File: src/rtl/gmii_tx_arbiter.sv
`timescale 1ns/1ps
// Two-source round-robin GMII TX scheduler: preamble/SFD insertion, payload streaming and IFG.
// Defining GMII_TX_FCS_EN appends a CRC-32 FCS after the payload.
module gmii_tx_arbiter #(
    parameter int unsigned PRE_BYTES = 7,
    parameter int unsigned IFG_BYTES = 12
) (
    input  logic       gmii_tx_clk,
    input  logic       rst_n,
    input  logic       ch0_req,
    input  logic [7:0] ch0_data,
    input  logic       ch0_last,
    output logic       ch0_rd,
    input  logic       ch1_req,
    input  logic [7:0] ch1_data,
    input  logic       ch1_last,
    output logic       ch1_rd,
    output logic [1:0] grant,
    output logic       busy,
    output logic [7:0] gmii_txd,
    output logic       gmii_txen,
    output logic       gmii_txer
);

`ifdef GMII_TX_FCS_EN
    typedef enum logic [2:0] {StIdle, StPre, StSfd, StData, StFcs, StIfg} state_e;

    function automatic logic [31:0] crc_byte(input logic [31:0] crc, input logic [7:0] d);
        logic [31:0] c;
        c = crc ^ {24'h0, d};
        for (int i = 0; i < 8; i++) begin
            c = c[0] ? ((c >> 1) ^ 32'hEDB8_8320) : (c >> 1);
        end
        return c;
    endfunction

    logic [31:0] crc_q, crc_d;
`else
    typedef enum logic [2:0] {StIdle, StPre, StSfd, StData, StIfg} state_e;
`endif

    state_e      state_q, state_d;
    logic [3:0]  cnt_q, cnt_d;
    logic        owner_q, owner_d;
    logic        last_served_q, last_served_d;
    logic [1:0]  grant_q, grant_d;
    logic [7:0]  txd_q, txd_d;
    logic        txen_q, txen_d;
    logic        txer_q, txer_d;

    logic        sel_req, sel_last, rd_en, pick;
    logic [7:0]  sel_data;

    assign sel_req  = owner_q ? ch1_req  : ch0_req;
    assign sel_last = owner_q ? ch1_last : ch0_last;
    assign sel_data = owner_q ? ch1_data : ch0_data;
    assign rd_en    = (state_q == StData) && sel_req;
    assign ch0_rd   = rd_en && !owner_q;
    assign ch1_rd   = rd_en && owner_q;
    assign pick     = (ch0_req && ch1_req) ? !last_served_q : ch1_req;

    assign grant     = grant_q;
    assign busy      = (state_q != StIdle);
    assign gmii_txd  = txd_q;
    assign gmii_txen = txen_q;
    assign gmii_txer = txer_q;

    // Each state decides what the output registers load at the coming edge,
    // so the wire shows that state's byte one cycle later.
    always_comb begin
        state_d       = state_q;
        cnt_d         = (cnt_q == 4'd0) ? 4'd0 : cnt_q - 4'd1;
        owner_d       = owner_q;
        last_served_d = last_served_q;
        grant_d       = grant_q;
        txd_d         = 8'h00;
        txen_d        = 1'b0;
        txer_d        = 1'b0;
`ifdef GMII_TX_FCS_EN
        crc_d         = crc_q;
`endif
        unique case (state_q)
            StIdle: begin
                grant_d = 2'b00;
                if (ch0_req || ch1_req) begin
                    owner_d = pick;
                    grant_d = pick ? 2'b10 : 2'b01;
                    txd_d   = 8'h55;
                    txen_d  = 1'b1;
                    if (PRE_BYTES > 1) begin
                        state_d = StPre;
                        cnt_d   = 4'(PRE_BYTES - 1);
                    end else begin
                        state_d = StSfd;
                    end
                end
            end
            StPre: begin
                txd_d  = 8'h55;
                txen_d = 1'b1;
                if (cnt_q <= 4'd1) state_d = StSfd;
            end
            StSfd: begin
                txd_d   = 8'hD5;
                txen_d  = 1'b1;
                state_d = StData;
`ifdef GMII_TX_FCS_EN
                crc_d   = '1;
`endif
            end
            StData: begin
                txen_d = 1'b1;
                if (sel_req) begin
                    txd_d = sel_data;
`ifdef GMII_TX_FCS_EN
                    crc_d = crc_byte(crc_q, sel_data);
`endif
                    if (sel_last) begin
                        last_served_d = owner_q;
`ifdef GMII_TX_FCS_EN
                        state_d = StFcs;
                        cnt_d   = 4'd4;
`else
                        state_d = StIfg;
                        cnt_d   = 4'(IFG_BYTES);
`endif
                    end
                end else begin
                    // Source ran dry before its last byte: poison the frame.
                    txer_d        = 1'b1;
                    last_served_d = owner_q;
                    state_d       = StIfg;
                    cnt_d         = 4'(IFG_BYTES);
                end
            end
`ifdef GMII_TX_FCS_EN
            StFcs: begin
                txd_d  = ~crc_q[7:0];
                txen_d = 1'b1;
                crc_d  = crc_q >> 8;
                if (cnt_q <= 4'd1) begin
                    state_d = StIfg;
                    cnt_d   = 4'(IFG_BYTES);
                end
            end
`endif
            StIfg: begin
                grant_d = 2'b00;
                if (cnt_q <= 4'd1) state_d = StIdle;
            end
            default: state_d = StIdle;
        endcase
    end

    always_ff @(posedge gmii_tx_clk or negedge rst_n) begin
        if (!rst_n) begin
            state_q       <= StIdle;
            cnt_q         <= 4'd0;
            owner_q       <= 1'b0;
            last_served_q <= 1'b1;
            grant_q       <= 2'b00;
            txd_q         <= 8'h00;
            txen_q        <= 1'b0;
            txer_q        <= 1'b0;
`ifdef GMII_TX_FCS_EN
            crc_q         <= '1;
`endif
        end else begin
            state_q       <= state_d;
            cnt_q         <= cnt_d;
            owner_q       <= owner_d;
            last_served_q <= last_served_d;
            grant_q       <= grant_d;
            txd_q         <= txd_d;
            txen_q        <= txen_d;
            txer_q        <= txer_d;
`ifdef GMII_TX_FCS_EN
            crc_q         <= crc_d;
`endif
        end
    end

endmodule

File: config.mk
export PLATFORM = sky130hd
export DESIGN_NAME = gmii_tx_arbiter
export DESIGN_NICKNAME = d
export VERILOG_FILES = /design/src/rtl/gmii_tx_arbiter.sv
export SDC_FILE = /design/constraint.sdc
export NUM_CORES = 1
export LEC_CHECK = 0
export BUFFER_PORTS_ARGS = -buffer_cell sky130_fd_sc_hd__buf_2
export CELL_PAD_IN_SITES_DETAIL_PLACEMENT = 0
export CELL_PAD_IN_SITES_GLOBAL_PLACEMENT = 2
export CORE_MARGIN = 4
export CORE_UTILIZATION = 26
export DETAILED_ROUTE_END_ITERATION = 12
export GPL_ROUTABILITY_DRIVEN = 0
export HOLD_SLACK_MARGIN = 0.15
export PLACE_DENSITY_LB_ADDON = 0.1
export SYNTH_ARGS = -nofsm -noshare
export SYNTH_HDL_FRONTEND = slang
export SYNTH_SLANG_ARGS = --single-unit
File: constraint.sdc
create_clock -name gmii_tx_clk -period 1.2 [get_ports gmii_tx_clk]
set_clock_uncertainty 0.05 [all_clocks]
set_input_delay 0.06 -clock gmii_tx_clk [delete_from_list [all_inputs] [get_ports gmii_tx_clk]]
set_output_delay 0.06 -clock gmii_tx_clk [all_outputs]
set_load 0.01 [all_outputs]
==> metrics, run 1 <==
cell count after synthesis 80; outcome finished, violations left; Syn-to-layout area delta 88.2%; GRT met1 Usage 14.9%; HP Start ch1_req; Num CTS Buffers 3; grt ovf 0; cell count after placement between 150 and 200; core area around 0.0034 mm²; DRC violations left 0; asr flop ratio synth 100%; clock sink total 21; via count 966; Slew HR approximately two thirds; met2 Use GR between 20% and 30%; Sw Ratio between 30% and 40%; syn nets approximately 100; antenna viol nets, final 0; Register-to-Register Path Depth 5; clock root buffer master clkbuf_4; layout cells sized above 1 51.5%; min-delay worst type in2reg; DP HPWL slightly below 2 mm; clock tree from TritonCTS yes; Port Buf Inserts 36; drt initial violations 18; failing checks negative setup slack; first-pass GRT wire length around 4.9 mm; count leader, synth dfrtp_1; critical path class reg2out; sequential power share 34.3%; EDFF count, synth 0; initial cell density of the core 27.6%; Synth Cell Area ~940 µm²; diodes inserted 0; non-filler instance count after layout about 210; Leak about 0.84 nW; Nets 190; met3 usage roughly 3.6%; sequential-to-total area share from yosys stat about 56%; Worst-Margin Slew about 0.49 ns; endpoint class of the critical path output pin; vias in the first global route about 1100; row count 21; Clock Pin Slew Worst Setup and Hold Paths 0.11 ns; Crit. Startpoint state_q[1]; Detailed Route WL approximately 3.0 mm; Final min period approximately 1.5 ns; area leader, netlist dfrtp_1; busiest grt layer met2; top cells by area, synth dfrtp_1, a221o_1, nand2_1; clock share of power about a tenth; CP required approximately 1.1 ns; Final setup viols 23; Final period util 121%; Die Span Y ~70 µm; Synth warnings 0; Synth Register Bits 21; Worst Setup EP busy; setup ws final -0.256 ns; max_cap viols 0; max-slew violation count 0; CTS H-Tree Depth 1; Vias per Instance around 4.5; Fmax around 0.69 GHz; logic gate share of total power a little under three fifths; initial antenna violation count 0; Synth top cells by count dfrtp_1, nand2_1, a221o_1; P_sw between 1 and 1.5 mW; dpl ws -0.185 ns; DIE WIDTH just under 70 µm; Routed WL per cell around 14 µm; clk_lat worst skew approximately 0.3 ns; final hold vios 0; Synth Flop Type dfrtp_1; top-level I/O count 37; DR pass1 iterations 4; fillcell total roughly 320; R2R Setup Slk -0.21 ns; Worst Path Arrival 1.35 ns; Die ar. 0.00466 mm²; largest net degree at the start of global routing 22; internal power 2.20 mW; power per cell area about 1900 mW/mm²; Worst R2R End gmii_txd[0]; Synth cell types 35; GRT Total Usage between 10% and 20%; top cell type's share of synthesized area between 50% and 60%; RSZ-0062 raised after global routing yes; synthesized area per cell 11.8 µm²; CTS Hold Bufs 22; R2R Path Start state_q[0]; maximum vdd drop slightly above 0.0009 V; critical path startpoint category flop; crit-path max FO 4; maximum clock path buffer count 2
[power groups by stage]
| stage | logic, mW | registers, mW | clock network [mW] |
|---|---|---|---|
| 6_report | 1.91 | 1.18 | 0.341 |
| 4_1_cts | 1.84 | 1.17 | 0.367 |
| 3_3_place_gp | 1.38 | 1.18 | 0 |
| 3_5_place_dp | 1.40 | 1.17 | 0 |
| 5_1_grt | 2.10 | 1.21 | 0.407 |
| 2_1_floorplan | 0.726 | 1.20 | 0 |
[sequential cells by signal (all words and copies together), names as in the netlist]
signal	flops
grant	2
gmii_txer	1
gmii_txd	8
cnt_q	4
owner_q	1
state_q	3
last_served_q	1
gmii_txen	1
[metrics by stage]
step                      hold slack, ns  utilization, %  setup TNS, ns  instance area (µm²)  power (mW)
final                              0.126            52.0          -3.13                 1780        3.43
after global routing               0.118            52.0          -4.47                 1780        3.71
after CTS                          0.153            50.3          -3.34                 1720        3.37
after detailed placement         0.00401            38.6          -1.86                 1320        2.57
after global placement          0.000625            38.6          -1.36                 1320        2.56
after floorplan                   -0.286               -         -0.498                  971        1.93
[layout make-up]
| cell class | instances | area, µm² | area share [%] |
|---|---|---|---|
| timing repair buffer | 85 | 657 | 37.0 |
| sequential | 21 | 529 | 29.8 |
| multi-input combinational | 55 | 498 | 28.0 |
| tap | 46 | 57.6 | 3.24 |
| clock buffer | 4 | 26.3 | 1.48 |
| inverter | 2 | 7.51 | 0.423 |
[worst min-delay path by stage]
stage	slack, ns	endpoint	depth (start not counted)
final	0.13	gmii_txer	3
after global routing	0.12	gmii_txer	3
after CTS	0.15	gmii_txer	3
after detailed placement	0.004	gmii_txd[3]	1
after global placement	0.0006	gmii_txd[3]	1
after floorplan	-0.29	cnt_q[0]	0
[critical path, cell delays in order, from the launching register on]
cell     delay, ns
dfrtp_2       0.45
buf_6         0.13
nor3_4        0.19
buf_6         0.13
inv_2         0.03
buf_6         0.11
[kinds of logic after synthesis]
kind of cell	Yosys count	share of synthesized area, %
compound gates	23	20.8
buf+inv	4	1.86
flops	21	55.8
mux	1	1.59
simple gates	31	19.9
[cells in the final DEF (no fill, tap or decap), types with 3 or more instances in the layout]
master	instances
dlygate4sd3_1	20
a221o_1	5
a22o_1	3
dfrtp_1	18
buf_4	19
buf_6	11
buf_2	33
nand2_1	7
o21ai_0	3
clkbuf_4	3
[per-layer routing]
| metal | part of all wire (%) | wire length (µm) |
|---|---|---|
| met1 | 41 | 1220 |
| met2 | 53 | 1610 |
| met3 | 5.3 | 159 |
| met4 | 0.83 | 25 |
| met5 | 0 | 0 |
[what timing repair did]
| action | CTS | global route |
|---|---|---|
| setup endpoints to repair | 22 | 22 |
| pin swaps | 11 | 5 |
| gates resized for setup | 20 | 13 |
| hold endpoints to repair | 36 | 1 |
| buffers inserted | 10 | 3 |
Power figures use the tool's default switching activity.
==> run 2, diff against run 1 <==
--- a/config.mk
+++ b/config.mk
@@ -8,8 +8,9 @@
 export BUFFER_PORTS_ARGS = -buffer_cell sky130_fd_sc_hd__buf_2
 export CELL_PAD_IN_SITES_DETAIL_PLACEMENT = 0
 export CELL_PAD_IN_SITES_GLOBAL_PLACEMENT = 2
+export CORE_ASPECT_RATIO = 0.5
 export CORE_MARGIN = 4
-export CORE_UTILIZATION = 26
+export CORE_UTILIZATION = 31
 export DETAILED_ROUTE_END_ITERATION = 12
 export GPL_ROUTABILITY_DRIVEN = 0
 export HOLD_SLACK_MARGIN = 0.15
==> constraint.sdc (replaced) <==
create_clock -name gmii_tx_clk -period 1.7 [get_ports gmii_tx_clk]
set_clock_uncertainty 0.05 [all_clocks]
set_input_delay 0.085 -clock gmii_tx_clk [delete_from_list [all_inputs] [get_ports gmii_tx_clk]]
set_output_delay 0.085 -clock gmii_tx_clk [all_outputs]
set_load 0.01 [all_outputs]
==> run 2 against run 1 <==
Compared with the run above: the flow now finishes without violations; routed wire length is 11% lower; clock-buffer cell count stayed put; worst setup slack better by 0.36 ns; register-to-register slack better by 0.42 ns; critical path type unchanged; highest routed layer is now met3.
==> metrics, run 2 (synthesis gave the netlist of run 1 again) <==
drt initial violations 35; HP Start ch1_last; critical path class reg2out; Min-Delay Endpoint state_q[1]; antenna viol nets, final 0; GRT Total Usage 13.3%; final hold vios 0; setup TNS 0 ns; CTS H-Tree Depth 1; Die ar. about 0.0040 mm²; DRC violations left 0; Leak about 0.65 nW; maximum vdd drop 0.000624 V; Detailed Route WL ~2.7 mm; power per cell area 1380 mW/mm²; CP required 1.56 ns; Reg area between 500 and 600 µm²; Placed Area between 0.001 and 0.0015 mm²; Final period util between 90 and 100%; largest net degree at the start of global routing 22; clock root buffer master clkbuf_8; grt ovf 0; DR pass1 iterations 4; Final setup viols 0; Vias per Instance ~5.0; internal power approximately 1.2 mW; Clock Pin Slew Worst Setup and Hold Paths 0.08 ns; Die Span Y 47.0 µm; first-pass GRT wire length 4.04 mm; vias in the first global route 820; endpoint class of the critical path output pin; most common cell after layout, fill and taps aside buf_2; critical path startpoint category flop; crit-path max FO 9; Num CTS Buffers 3; Register-to-Register Path Depth 3; Syn-to-layout area delta 49.2%; initial cell density of the core between 30% and 40%; Slew HR approximately two thirds; Nets 160; DIE WIDTH between 80 and 90 µm; layout cells sized above 1 between 30% and 40%; top-level I/O count 37; Worst R2R End gmii_txd[0]; Worst-Margin Slew 0.512 ns; RSZ-0062 raised after global routing no; maximum clock path buffer count 2; fin area about 0.0014 mm²; P_sw 0.698 mW; clock share of power around 17%; Post-CTS Setup Bufs 0; total power draw just under 2 mW; min-delay worst type in2reg; most frequent cells in the layout buf_2, dlygate4sd3_1, dfrtp_1; R2R Setup Slk between 0.2 and 0.25 ns; Port Buf Inserts 36; flip-flop count of the largest register after layout 8; row count 13; R2R Path Start state_q[0]; fillcell total 247; area of the multi-input gates approximately 410 µm²; Final min period 1.59 ns; clock sink total 21; via count between 800 and 900; max-slew violation count 0; Worst Path Arrival roughly 1.5 ns; Routed WL per cell approximately 15 µm; worst hold margin just over 0.2 ns; sequential power share around 45%; worst hold path cell count 3; logic gate share of total power just under 40%; diodes inserted 0; max_cap viols 0; initial antenna violation count 0; clock tree from TritonCTS yes; clk_lat worst skew about 0.26 ns; Fmax about 0.63 GHz; core area roughly 0.0027 mm²; Layout Utilization 51.2%; DP HPWL approximately 1.8 mm; outcome finished clean; Sw Ratio 35.9%
-- run 2: changes by cell type in the layout (fill, tap and decap cells not counted), moves of 3 or more --
cell,delta
nand3_1,+3
buf_6,-11
clkbuf_4,-3
buf_4,-19
clkbuf_8,+3
buf_2,+3
-- run 2: worst max path at each step --
stage                          start            end  slack (ns)  depth (start not counted)
after floorplan              owner_q  last_served_q        0.39                          3
final                     state_q[2]         ch0_rd        0.11                          3
after detailed placement  state_q[0]    gmii_txd[4]        0.22                          3
after CTS                 state_q[0]         ch1_rd       -0.03                          3
after global placement    state_q[0]    gmii_txd[4]        0.27                          3
after global routing      state_q[2]         ch0_rd        0.01                          3
-- run 2: metal layers --
| metal | global-route usage (%) | wire [µm] |
|---|---|---|
| met1 | 17.6 | 1280 |
| met2 | 21.1 | 1110 |
| met3 | 5.95 | 281 |
| met4 | 0.946 | 0 |
| met5 | 0 | 0 |
-- run 2: power by group through the flow --
stage	Clock (mW)	Sequential [mW]	Combinational [mW]
after floorplan	0	0.842	0.488
after global placement	0	0.854	0.688
after detailed placement	0	0.866	0.715
after CTS	0.339	0.857	0.754
after global routing	0.362	0.889	0.837
final	0.322	0.867	0.755
-- run 2: what timing repair did --
| item | CTS | global route |
|---|---|---|
| setup endpoints to repair | 2 | 2 |
| pin swaps | 0 | 2 |
| hold buffers | 19 | 0 |
| endpoints found under the hold margin | 32 | 0 |
| gates resized for setup | 0 | 4 |
-- run 2: final cells by class --
class / instances / area share [%]
multi-input cells: 55 / 29.1
flip-flops and latches: 21 / 37.6
well taps: 37 / 3.29
repair buffers: 55 / 26.3
clock buffers: 4 / 3.20
inverters: 2 / 0.533
-- run 2: critical path, cell delays in order, from the launching register on --
cell	delay, ns
dfrtp_1	0.47
nand3b_1	0.30
nor2_4	0.25
buf_2	0.18
-- run 2: metrics by stage --
| stage | setup slack (ns) | std cells |
|---|---|---|
| global placement | 0.268 | 151 |
| floorplan | 0.394 | 80 |
| detailed placement | 0.219 | 151 |
| finish | 0.107 | 174 |
| global route | 0.0104 | 174 |
| CTS | -0.0327 | 174 |
